[config.mk]
export PLATFORM = sky130hd
export DESIGN_NAME = rr_arbiter8
export DESIGN_NICKNAME = d
export VERILOG_FILES = /design/src/rtl/rr_arb_pkg.sv /design/src/rtl/rr_pick8.sv /design/src/rtl/rr_arbiter8.sv
export SDC_FILE = /design/constraint.sdc
export NUM_CORES = 1
export LEC_CHECK = 0
export BUFFER_PORTS_ARGS = -buffer_cell sky130_fd_sc_hd__buf_2
export CAP_MARGIN = 20
export CELL_PAD_IN_SITES_DETAIL_PLACEMENT = 1
export CELL_PAD_IN_SITES_GLOBAL_PLACEMENT = 1
export CORE_AREA = 2 2 85 63
export DETAILED_ROUTE_END_ITERATION = 8
export DIE_AREA = 0 0 87 65
export GPL_TIMING_DRIVEN = 1
export PLACE_DENSITY = 0.8
export SYNTH_ARGS = -nofsm -noshare
export SYNTH_HDL_FRONTEND = slang
export SYNTH_SLANG_ARGS = --single-unit
export TNS_END_PERCENT = 1
[constraint.sdc]
create_clock -name clk -period 3.65 [get_ports clk]
set_clock_uncertainty 0.05 [all_clocks]
set_input_delay 0.365 -clock clk [delete_from_list [all_inputs] [get_ports clk]]
set_output_delay 0.365 -clock clk [all_outputs]
set_load 0.005 [all_outputs]
[src/rtl/rr_arb_pkg.sv]
// Shared types and helpers for the 8-way round-robin arbiter.
package rr_arb_pkg;

    localparam int N_REQ = 8;
    localparam int IDX_W = 3;

    typedef enum logic {
        IDLE  = 1'b0,
        GRANT = 1'b1
    } state_e;

    // OR-encoder: each index bit is the OR of the one-hot lines whose position has that bit set.
    function automatic logic [IDX_W-1:0] onehot_to_idx(input logic [N_REQ-1:0] oh);
        logic [IDX_W-1:0] idx;
        idx = '0;
        for (int k = 0; k < N_REQ; k++) begin
            idx = idx | (oh[k] ? IDX_W'(k) : '0);
        end
        return idx;
    endfunction

endpackage : rr_arb_pkg

[src/rtl/rr_pick8.sv]
// Combinational round-robin pick: first set request at or after ptr, wrapping modulo 8.
module rr_pick8
    import rr_arb_pkg::*;
(
    input  logic [N_REQ-1:0] req,
    input  logic [IDX_W-1:0] ptr,
    output logic             any,
    output logic [N_REQ-1:0] win_onehot,
    output logic [IDX_W-1:0] win_idx
);

    logic [N_REQ-1:0] rot_req;
    logic [N_REQ-1:0] rot_win;

    // Rotating right by ptr puts the highest-priority requester at bit 0.
    assign rot_req    = N_REQ'({req, req} >> ptr);
    assign rot_win    = rot_req & (~rot_req + N_REQ'(1));
    assign win_onehot = N_REQ'(({rot_win, rot_win} << ptr) >> N_REQ);
    assign win_idx    = onehot_to_idx(win_onehot);
    assign any        = |req;

endmodule : rr_pick8

[src/rtl/rr_arbiter8.sv]
// 8-way round-robin arbiter with registered one-hot grant, encoded index and hold-time limit.
module rr_arbiter8
    import rr_arb_pkg::*;
#(
    parameter int unsigned MAX_HOLD = 16
) (
    input  logic             clk,
    input  logic             rst_n,
    input  logic [N_REQ-1:0] req,
    output logic [N_REQ-1:0] gnt,
    output logic [IDX_W-1:0] gnt_idx,
    output logic             gnt_vld,
    output logic             preempt
);

    localparam int HC_W                = (MAX_HOLD > 0) ? $clog2(MAX_HOLD + 1) : 1;
    localparam bit LIMITED             = (MAX_HOLD != 0);
    localparam logic [HC_W-1:0] HOLD_LIM = HC_W'(MAX_HOLD);
    localparam logic [HC_W-1:0] HOLD_SAT = '1;

    state_e           state_q, state_d;
    logic [N_REQ-1:0] gnt_q, gnt_d;
    logic [IDX_W-1:0] idx_q, idx_d;
    logic [IDX_W-1:0] ptr_q, ptr_d;
    logic [HC_W-1:0]  hold_q, hold_d;
    logic             preempt_q, preempt_d;

    logic             any;
    logic [N_REQ-1:0] win_onehot;
    logic [IDX_W-1:0] win_idx;

    // ptr_q is always owner+1 while granted, so one search covers both release and preempt.
    rr_pick8 u_pick (
        .req        (req),
        .ptr        (ptr_q),
        .any        (any),
        .win_onehot (win_onehot),
        .win_idx    (win_idx)
    );

    // NOTE: sequential state uses non-blocking assignments so every register samples pre-edge values.
    always_ff @(posedge clk) begin
        if (!rst_n) begin
            state_q   <= IDLE;
            gnt_q     <= '0;
            idx_q     <= '0;
            ptr_q     <= '0;
            hold_q    <= '0;
            preempt_q <= 1'b0;
        end else begin
            state_q   <= state_d;
            gnt_q     <= gnt_d;
            idx_q     <= idx_d;
            ptr_q     <= ptr_d;
            hold_q    <= hold_d;
            preempt_q <= preempt_d;
        end
    end

    // NOTE: every combinational output gets a default first so no path infers a latch.
    always_comb begin
        state_d = state_q;
        unique case (state_q)
            IDLE:    if (any)  state_d = GRANT;
            GRANT:   if (!any) state_d = IDLE;
            default: state_d = IDLE;
        endcase
    end

    always_comb begin
        logic owner_req;
        logic hold_hit;
        logic take_win;

        gnt_d     = gnt_q;
        idx_d     = idx_q;
        ptr_d     = ptr_q;
        hold_d    = hold_q;
        preempt_d = 1'b0;
        take_win  = 1'b0;
        owner_req = req[idx_q];
        hold_hit  = LIMITED && (hold_q == HOLD_LIM);

        unique case (state_q)
            IDLE: take_win = any;
            GRANT: begin
                if (owner_req && !hold_hit) begin
                    if (hold_q != HOLD_SAT) hold_d = hold_q + HC_W'(1);
                end else if (any) begin
                    take_win  = 1'b1;
                    preempt_d = owner_req && (win_idx != idx_q);
                end else begin
                    gnt_d  = '0;
                    hold_d = '0;
                end
            end
            default: gnt_d = '0;
        endcase

        if (take_win) begin
            gnt_d  = win_onehot;
            idx_d  = win_idx;
            ptr_d  = win_idx + IDX_W'(1);
            hold_d = HC_W'(1);
        end
    end

    assign gnt     = gnt_q;
    assign gnt_idx = idx_q;
    assign gnt_vld = |gnt_q;
    assign preempt = preempt_q;

endmodule : rr_arbiter8

==> impl_metrics.py <==
metrics = {
    "timing": {
        "tightest_slew_ns": 0.655,
        "rsz0062_at_grt": "false",
        "fin_crit_ns": 3.36,
        "final-max-slew-violation-count": 0,
        "setup_tns_ns": 0,
        "hold_viol_final": 0,
        "fin_ws_ns": 0.293,
        "fin_crit_sh_pct": 92.0,
        "fin_hold_ws_ns": 0.391,
        "slew-limit-headroom_pct": 56.2,
        "setup_viol": 0,
        "fmax_ghz": 0.298,
    },
    "synthesis": {
        "ys_types": 58,
        "syn_inst": 240,
        "ys_seq_area_share_pct": 20.0,
        "synth-xor-area-share_pct": 1.67,
        "postSynthAreaPerCell_um2": 8.74,
        "synth_compound_area_share_pct": 21.3,
        "synth_seq_cells": 21,
        "syn_area_um2": 2100,
        "synthFlopType": "dfxtp_1",
        "synth_top_family_by_area": "multiplexers",
        "async_reset_ff_share_pct": 0,
        "synthMuxAreaShare_pct": 26.9,
        "synth-simple-area-share_pct": 22.0,
        "synth-adder-area-share_pct": 2.39,
        "syn-num-nets": 254,
        "yosys_warnings": 0,
        "synth_edf_count": 0,
    },
    "place": {
        "numPortBuffers": 22,
        "gp_congestion": 0.854,
        "dp_slack_ns": 0.278,
        "dpl.hpwl_um": 4260,
    },
    "clock_tree": {
        "root_buffer": "clkbuf_8",
        "post_cts_buffers": 0,
        "clk_pin_slew_ns": 0.08,
        "cts_inserted_buffers": 3,
        "h-tree-depth": 1,
        "cts_tree": "yes",
        "insertion_delay_ns": 0.26,
        "clock_sinks": 21,
        "cts_buffer_depth": 2,
        "hold_buffers": 0,
    },
    "route": {
        "dr.pass1.iters": 4,
        "antenna_left": 0,
        "via_count": 1956,
        "wl_um": 5670,
        "drc": 0,
        "vias_per_cell": 6.21,
        "drt_iter0_drc": 95,
        "avgRoutedWirePerCell_um": 18.0,
    },
    "outcome": {
        "status": "completed",
    },
    "job": {
        "drv_cap": 0,
    },
    "layout": {
        "num-fill-cells": 598,
        "drive_above_1_share_pct": 22.0,
        "fin_nets": 270,
        "area_growth_pct": 9.84,
        "final_util_pct": 46.7,
        "antenna_cells": 0,
    },
    "critical_path": {
        "cp_num_buf_inv": 0,
        "start_kind": "flip-flop",
        "cpPeakStageDelay_ns": 0.63,
        "critical_path_class": "reg2reg",
        "crit_path_cell_trace": "mux4_1 > mux2_2 > and3_1 > nand2b_1 > o22ai_1 > nand4b_1 > ha_1 > or3_1 > a31oi_1",
        "crit_arrival_ns": 3.50,
        "cpLargestDelayFamily": "simple AND/OR/NAND/NOR gates",
        "cp_data_required_time_ns": 3.79,
        "crit_path_top_delay_cell": "mux4_1",
        "critPathCaptureType": "flip-flop",
        "crit_path_max_fanout": 9,
    },
    "grt": {
        "grt_first_pass_wirelength_um": 9290,
        "grt_pass1_vias": 1825,
        "grt_overflow": 0,
        "grt_max_degree": 32,
        "grt_usage_pct": 20.6,
        "antenna_found_initial": 0,
    },
    "floorplan": {
        "die_w_um": 87,
        "die_area_um2": 5660,
        "fp-row-count": 22,
        "io_pins": 23,
        "core_um2": 4930,
        "die_y_um": 65,
        "start_util_pct": 42.6,
    },
    "power": {
        "irDropWorstVdd_mv": 0.334,
        "p_leak_nw": 0.889,
        "p_per_area_nw_per_um2": 721,
    },
    "worst_hold_path": {
        "hold_class": "in2reg",
    },
}
-- per-layer routing --
metal  GRT usage, %  wire length, um  up-vias
li1               -                -      958
met1           31.4             2920      950
met2           31.4             2490       44
met3           3.18              238        4
met4           1.95               25        0
met5              0                0        -
-- cells in the mapped netlist, types with 3 or more instances --
cell | count | area, um2
clkbuf_1 | 13 | 48.8
nand2b_1 | 3 | 18.8
mux2i_2 | 3 | 41.3
nor4_1 | 8 | 50.1
nor3_1 | 3 | 15.0
xnor2_1 | 3 | 26.3
inv_1 | 5 | 18.8
o31ai_1 | 3 | 22.5
nand2_1 | 22 | 82.6
nand3_1 | 5 | 25.0
nor2_1 | 10 | 37.5
a21oi_1 | 5 | 25.0
o211ai_1 | 6 | 45.0
and3_1 | 3 | 18.8
mux2_2 | 7 | 78.8
mux2i_1 | 20 | 200
o31a_1 | 3 | 26.3
ha_1 | 4 | 50.1
mux4_2 | 5 | 113
mux4_1 | 5 | 131
or3_1 | 3 | 18.8
o21ai_0 | 16 | 80.1
and2_1 | 7 | 43.8
dfxtp_1 | 21 | 420
nor2b_1 | 9 | 56.3
a31oi_1 | 3 | 18.8
a22o_1 | 6 | 52.6
-- worst paths after layout --
kind,slack (ns),startpoint,cells past startpoint,end
worst min-delay path,0.39,rst_n,2,gnt_idx[2]$_SDFFE_PN0P_
worst max-delay path,0.29,ptr_q[0]$_SDFFE_PN0P_,9,ptr_q[2]$_SDFFE_PN0P_
worst max register to register,0.29,ptr_q[0]$_SDFFE_PN0P_,9,ptr_q[2]$_SDFFE_PN0P_
worst min register to register,0.41,gnt[6]$_SDFFE_PN0P_,2,gnt[6]$_SDFFE_PN0P_
-- sequential cells by signal, summed over array words and instances (netlist names) --
signal,cells
state_q,1
hold_q,5
ptr_q,3
preempt,1
gnt_idx,3
gnt,8
-- per-stage QoR --
stage / cell area, um2 / total power, W / instances
after floorplan: 2100 / 0.00120 / 240
after global placement: 2260 / 0.00146 / 311
after detailed placement: 2260 / 0.00149 / 311
after CTS: 2300 / 0.00166 / 315
after global routing: 2300 / 0.00179 / 315
final: 2300 / 0.00166 / 315
-- repair_timing --
item	CTS	global route
hold endpoints to repair	0	0
setup endpoints to repair	0	1
gates resized for setup	0	1
-- logic make-up (layout without fill, tap and decap cells) --
group	count (synthesis)	count (layout)
adder cells (fa/ha/maj)	4	4
flip-flops	21	21
AO/OA/AOI/OAI	62	62
AND/OR/NAND/NOR	84	84
multiplexers	40	40
buffers and inverters	25	40
XOR/XNOR	4	4
-- placed cells by master, fill, tap and decap left out, types with 4 or more instances in the layout --
cell | Yosys | final
o21ai_0 | 16 | 16
mux4_1 | 5 | 5
a21oi_1 | 5 | 5
ha_1 | 4 | 4
mux4_2 | 5 | 5
dfxtp_1 | 21 | 20
nand3_1 | 5 | 5
a22o_1 | 6 | 6
buf_4 | 0 | 7
buf_2 | 2 | 22
o211ai_1 | 6 | 6
and2_1 | 7 | 7
mux2_2 | 7 | 7
inv_1 | 5 | 5
nor4_1 | 8 | 8
nor2b_1 | 9 | 9
nand2_1 | 22 | 22
nor2_1 | 10 | 10
mux2i_1 | 20 | 20
-- worst reg2reg max path, cell delays in order, from the launching register on --
cell and delay, ns:
dfxtp_1 0.56, mux4_1 0.63, mux2_2 0.33, and3_1 0.19
nand2b_1 0.14, o22ai_1 0.31, nand4b_1 0.27, ha_1 0.28
or3_1 0.38, a31oi_1 0.16
-- report_power, final --
| group | leakage (nW) | internal, W | switching (W) |
|---|---|---|---|
| Combinational | 0.693 | 0.000523 | 0.000608 |
| Sequential | 0.172 | 0.000287 | 0.0000904 |
| Clock | 0.0228 | 0.0000776 | 0.0000732 |
-- layout make-up --
class / count / area [um2] / share of cell area (%)
timing repair buffer: 30 / 183 / 7.93
sequential: 21 / 422 / 18.3
multi-input combinational: 194 / 1560 / 67.6
inverter: 6 / 22.5 / 0.978
tap: 60 / 75.1 / 3.26
clock buffer: 4 / 45.0 / 1.96
Power figures use the tool's default switching activity.
